## src/rtl/prog_loader_pkg.sv

```systemverilog
// Shared definitions for the boot-time program loader: FSM state encodings and word geometry.
// Contents: state_t (CNT_HI, CNT_LO, DATA, WR, RUN, ERR), WORD_BYTES, BYTE_IDX_LAST.
// Imported by prog_loader and prog_loader_byte_packer.
package prog_loader_pkg;

   // Bytes per instruction word on the serial stream.
   localparam int WORD_BYTES = 4;

   // Byte-counter value at which the incoming byte completes a word.
   localparam logic [1:0] BYTE_IDX_LAST = 2'(WORD_BYTES - 1);

   typedef enum logic [2:0] {
      ST_CNT_HI = 3'd0,
      ST_CNT_LO = 3'd1,
      ST_DATA   = 3'd2,
      ST_WR     = 3'd3,
      ST_RUN    = 3'd4,
      ST_ERR    = 3'd5
   } state_t;

endpackage

```

## src/rtl/prog_loader_byte_packer.sv

```systemverilog
// 8->32 MSB-first byte packer with a 2-bit byte counter; the first byte of a word lands in bits[31:24].
// Ports: i_clk, i_rst (sync, active-high), i_clr (loader clear), i_byte_vld/i_byte_dat (accepted byte),
//        o_word (word as it would be after this byte), o_word_full (this byte completes the word).
module prog_loader_byte_packer
   import prog_loader_pkg::*;
(
   input  logic        i_clk,
   input  logic        i_rst,
   input  logic        i_clr,
   input  logic        i_byte_vld,
   input  logic [7:0]  i_byte_dat,
   output logic [31:0] o_word,
   output logic        o_word_full
);

   // Only the three most recent bytes need storing; the fourth arrives on the completing cycle.
   logic [23:0] r_word;
   logic [1:0]  r_cnt;

   always_ff @(posedge i_clk) begin
      if (i_rst || i_clr) begin
         r_word <= '0;
         r_cnt  <= '0;
      end else if (i_byte_vld) begin
         r_word <= {r_word[15:0], i_byte_dat};
         // Wraps to 0 after the last byte, so the next word starts clean without an explicit clear.
         r_cnt  <= r_cnt + 2'd1;
      end
   end

   // Combinational look-ahead so the loader can register the full word on the completing accept edge.
   assign o_word      = {r_word, i_byte_dat};
   assign o_word_full = i_byte_vld && (r_cnt == BYTE_IDX_LAST);

endmodule

```

## src/rtl/prog_loader.sv

```systemverilog
// Boot loader: receives a 16-bit word count then MSB-first program words, writes them to imem from addr 0,
// then releases the core (pcclr=1) until it reports fin, after which it re-clears and awaits a new program.
// Ports: i_clk, i_rst, i_rx_data/i_rx_valid/o_rx_ready (byte stream), o_im_we/o_im_addr/o_im_wdata (imem),
//        o_pcclr (active-low core clear), i_fin, o_done (== o_pcclr), o_err (count too large, sticky).
module prog_loader
   import prog_loader_pkg::*;
#(
   parameter int ADDR_W = 8
) (
   input  logic              i_clk,
   input  logic              i_rst,
   input  logic [7:0]        i_rx_data,
   input  logic              i_rx_valid,
   output logic              o_rx_ready,
   output logic              o_im_we,
   output logic [ADDR_W-1:0] o_im_addr,
   output logic [31:0]       o_im_wdata,
   output logic              o_pcclr,
   input  logic              i_fin,
   output logic              o_done,
   output logic              o_err
);

   // Capacity in words, widened so 2**16 is representable.
   localparam logic [16:0] CAP = 17'd1 << ADDR_W;

   state_t            r_state;
   logic [15:0]       r_count;
   logic [ADDR_W:0]   r_idx;
   logic              r_im_we;
   logic [ADDR_W-1:0] r_im_addr;
   logic [31:0]       r_im_wdata;
   logic              r_pcclr;
   logic              r_done;
   logic              r_err;

   logic              w_rx_ready;
   logic              w_accept;
   logic [15:0]       w_n;
   logic [ADDR_W:0]   w_idx_nxt;
   logic [31:0]       w_word;
   logic              w_word_full;
   logic              w_pk_clr;

   always_comb begin
      w_rx_ready = 1'b0;
      if (!i_rst) begin
         case (r_state)
            ST_CNT_HI, ST_CNT_LO, ST_DATA: w_rx_ready = 1'b1;
            default:                       w_rx_ready = 1'b0;
         endcase
      end
   end

   assign w_accept  = i_rx_valid && w_rx_ready;
   assign w_n       = {r_count[15:8], i_rx_data};
   assign w_idx_nxt = r_idx + 1'b1;
   // The packer only holds partial words while in DATA; anywhere else a leftover byte is stale.
   assign w_pk_clr  = (r_state != ST_DATA);

   prog_loader_byte_packer u_packer (
      .i_clk       (i_clk),
      .i_rst       (i_rst),
      .i_clr       (w_pk_clr),
      .i_byte_vld  (w_accept && (r_state == ST_DATA)),
      .i_byte_dat  (i_rx_data),
      .o_word      (w_word),
      .o_word_full (w_word_full)
   );

   always_ff @(posedge i_clk) begin
      if (i_rst) begin
         r_state    <= ST_CNT_HI;
         r_count    <= '0;
         r_idx      <= '0;
         r_im_we    <= 1'b0;
         r_im_addr  <= '0;
         r_im_wdata <= '0;
         r_pcclr    <= 1'b0;
         r_done     <= 1'b0;
         r_err      <= 1'b0;
      end else begin
         case (r_state)
            ST_CNT_HI: begin
               if (w_accept) begin
                  r_count[15:8] <= i_rx_data;
                  r_state       <= ST_CNT_LO;
               end
            end
            ST_CNT_LO: begin
               if (w_accept) begin
                  r_count <= w_n;
                  if (w_n == 16'd0) begin
                     r_pcclr <= 1'b1;
                     r_done  <= 1'b1;
                     r_state <= ST_RUN;
                  end else if ({1'b0, w_n} > CAP) begin
                     r_err   <= 1'b1;
                     r_state <= ST_ERR;
                  end else begin
                     r_state <= ST_DATA;
                  end
               end
            end
            ST_DATA: begin
               // Register the write on the completing accept so it is presented during WR.
               if (w_word_full) begin
                  r_im_we    <= 1'b1;
                  r_im_addr  <= r_idx[ADDR_W-1:0];
                  r_im_wdata <= w_word;
                  r_state    <= ST_WR;
               end
            end
            ST_WR: begin
               r_im_we <= 1'b0;
               r_idx   <= w_idx_nxt;
               // N is at most 2**ADDR_W here, so a 16-bit compare of index+1 against N is exact.
               if (16'(w_idx_nxt) == r_count) begin
                  r_pcclr <= 1'b1;
                  r_done  <= 1'b1;
                  r_state <= ST_RUN;
               end else begin
                  r_state <= ST_DATA;
               end
            end
            ST_RUN: begin
               if (i_fin) begin
                  r_pcclr <= 1'b0;
                  r_done  <= 1'b0;
                  r_idx   <= '0;
                  r_state <= ST_CNT_HI;
               end
            end
            ST_ERR: begin
               r_err   <= 1'b1;
               r_pcclr <= 1'b0;
               r_done  <= 1'b0;
            end
            default: r_state <= ST_ERR;
         endcase
      end
   end

   assign o_rx_ready = w_rx_ready;
   assign o_im_we    = r_im_we;
   assign o_im_addr  = r_im_addr;
   assign o_im_wdata = r_im_wdata;
   assign o_pcclr    = r_pcclr;
   assign o_done     = r_done;
   assign o_err      = r_err;

endmodule

```

## config.mk

```make
export PLATFORM = sky130hd
export DESIGN_NAME = prog_loader
export DESIGN_NICKNAME = d
export VERILOG_FILES = /design/src/rtl/prog_loader_pkg.sv /design/src/rtl/prog_loader_byte_packer.sv /design/src/rtl/prog_loader.sv
export SDC_FILE = /design/constraint.sdc
export NUM_CORES = 1
export LEC_CHECK = 0
export ABC_AREA = 1
export CORE_ASPECT_RATIO = 1.5
export CORE_MARGIN = 2
export CORE_UTILIZATION = 54
export DETAILED_ROUTE_END_ITERATION = 16
export PLACE_DENSITY = 0.8
export SLEW_MARGIN = 20
export SYNTH_ARGS = -nofsm -noshare
export SYNTH_HDL_FRONTEND = slang
export SYNTH_SLANG_ARGS = --single-unit
```

## constraint.sdc

```tcl
create_clock -name i_clk -period 2.4 [get_ports i_clk]
set_clock_uncertainty 0.1 [all_clocks]
set_input_delay 0.6 -clock i_clk [delete_from_list [all_inputs] [get_ports i_clk]]
set_output_delay 0.6 -clock i_clk [all_outputs]
set_load 0.005 [all_outputs]
```

==> qor.yml <==
cells_and_area:
  nNetsFinal: 598
  multi_input_area_sq_mm: 0.001607
  drive_gt1_share_pct: 7.640
  fin_cells: 669
  diodes: 0
  seqCellArea_sq_mm: 0.001942
  fillers: 584
  area_growth_pct: 22.98
floorplanning:
  fp.dieH_microns: 108.3
  die_area_sq_mm: 0.007961
  core_sq_mm: 0.007132
  die_w_microns: 73.52
  rows: 38
  start_util_pct: 54.89
  ios: 57
logic_synthesis:
  synth.most_common_cell: "dfxtp_1"
  synth_top_flop_cell: "dfxtp_1"
  ys_async_sr_fraction_pct: 0
  synthCells: 524
  synth-seq-cells: 97
  avgSynthCellArea_sq_um: 7.471
  yosys-top-cells-count: "dfxtp_1 (97), a21oi_1 (86), o21ai_0 (83)"
  yosysSeqAreaShare_pct: 49.60
  yosys.area.top_type: "dfxtp_1"
  synth_edf_count: 0
  synth_top_cell_area_share_pct: 49.60
  synth_area_leaders: "dfxtp_1 (50%), a21oi_1 (11%), o21ai_0 (11%)"
  synth_nets: 538
  synth.distinct_cells: 26
  synth_warnings: 0
  netlist_area_sq_mm: 0.003915
placed_design:
  dp_hpwl_microns: 6447
  dpl.cell_count: 652
  pre_cts_ws_ns: -0.09864
  gp_congestion: 0.9312
  portBuffers: 56
worst_setup_path:
  crit_chain: "dlygate4sd2_1, clkinv_2, nand3_1, inv_2, clkdlybuf4s50_1"
  worstPathMaxFanout: 2
  crit_path_top_delay_cell: "clkdlybuf4s50_1"
  crit_type: "input pin to output pin"
  worst_ep_arrival_time_ns: 1.57
  setup.worst_path.end_class: "output pin"
  cpPeakStageDelay_ns: 0.49
  cp_top_family: "buffers and inverters"
  required_ns: 1.70
  cp_num_buf_inv: 4
  startpoint_type: "input pin"
clock_network:
  cts-buffers-inserted: 9
  cts_tree: "built"
  clock_sinks: 97
  cts_buffer_depth: 2
  root_buffer: "clkbuf_8"
  cts_htree_levels: 3
  clkLatencyLatePin_ns: 0.36
  clk_pin_slew_ns: 0.09
timing:
  setup_ws_ns: 0.1335
  finalHoldViolCount: 0
  worst_pin_slew_ns: 0.6256
  fmax_ghz: 0.4412
  fin_crit_ns: 2.266
  rsz0062_at_grt: "false"
  period_share_pct: 94.44
  slew_violations: 0
  relSlewSlack_pct: 57.97
  finalSetupViolCount: 0
power:
  finalPower_mw: 3.600
  powerDensity_mw_per_mm2: 747.7
  power_leakage_nw: 1.900
  vdd_drop_max_v: 0.0004486
drt:
  drt_wl_total_microns: 9211
  drt_iter0_drc: 217
  vias: 3658
  routedWlPerCell_microns: 13.77
  first_pass_iters: 5
  ant_nets: 0
  route.detailed.drc: 0
  via_per_inst: 5.468
global_route:
  grt_overflow_total: 0
  grt_pass1_vias: 3394
  gr-usage-all-layers_pct: 24.84
  grt_first_pass_wirelength_microns: 15260
  grt_start_max_net_pins: 58
  antenna_found_initial: 0
min_path:
  worstHoldPathType: "flop to flop"
run:
  maxCapViolations: 0
status:
  outcome: "finished, final reports clean"
-- cell type report --
cell class / instances / area share [%]
multi-input cells: 338 / 33.37
well taps: 80 / 2.079
clock inverters: 5 / 1.637
inverters: 62 / 4.860
clock buffers: 11 / 2.729
repair buffers: 76 / 14.99
flip-flops and latches: 97 / 40.33
-- sequential cells by signal, indices dropped and copies added, names as in the netlist --
register and flops:
o_im_wdata 32, o_done 1, o_im_we 1, o_im_addr 8, r_idx 9, r_state 3
u_packer.r_word 24, r_count 16, u_packer.r_cnt 2, o_err 1
-- placed cells by master, fill, tap and decap left out, types with 4 or more instances in the layout --
cell type         n
dfxtp_1          97
a21oi_1          86
o21ai_0          83
nand2_1          73
inv_1            59
clkdlybuf4s50_1  55
nor2_1           46
nand3_1          28
buf_4            19
clkbuf_8          9
nand4_1           4
-- per-stage QoR --
stage               setup TNS [ns]  instance area (sq um)  util (%)  hold WS, ns
global route                     0                   4815     67.51       0.3998
global placement          -0.09810                   4598     64.47       0.3507
floorplan                        0                   3915         -       0.3410
CTS                              0                   4815     67.51       0.3715
detailed placement        -0.09864                   4598     64.47       0.3529
finish                           0                   4815     67.51       0.3725
-- what timing repair did --
item                                    CTS  global route
resized for setup                         1             0
endpoints found under the setup margin    1             0
hold buffers                              0             0
buffers inserted                          1             0
-- layer usage --
layer | part of all wire [%] | vias up | global-route usage, %
met5 | 0 | - | 0
met1 | 41 | 1679 | 29.34
li1 | - | 1836 | -
met4 | 3.6 | 0 | 13.12
met2 | 51 | 117 | 41.77
met3 | 4.5 | 26 | 4.753
-- worst reg2reg max path: cells and delay by family (launching register included) --
kind	cells	cell delay, ns
fa+ha+maj	1	0.23
flops	1	0.43
compound gates	1	0.06
simple gates	12	1.25
-- report_power, final --
part | total (mW) | switching, mW | leakage (nW) | internal, mW
registers | 1.75 | 0.0575 | 0.783 | 1.69
logic | 0.716 | 0.434 | 1.01 | 0.282
clock network | 1.14 | 0.550 | 0.108 | 0.588
total | 3.60 | 1.04 | 1.90 | 2.56
-- cells by family (layout without fill, tap and decap cells) --
kind of cell	after synthesis	count (layout)	share of synthesized area (%)
simple gates	162	162	18.02
flops	97	97	49.60
buf+inv	89	154	9.364
compound gates	174	174	22.37
fa+ha+maj	2	2	0.6391
-- path summary, 6_finish.rpt --
kind | startpoint | to | slack (ns) | cells after the start
hold reg to reg | u_packer.r_word[14] | u_packer.r_word[22] | 0.37 | 2
setup reg to reg | r_idx[1] | r_state[1] | 0.25 | 14
setup / recovery | i_rst | o_rx_ready | 0.13 | 5
hold / removal | u_packer.r_word[14] | u_packer.r_word[22] | 0.37 | 2
(Power assumes the default switching activity.)
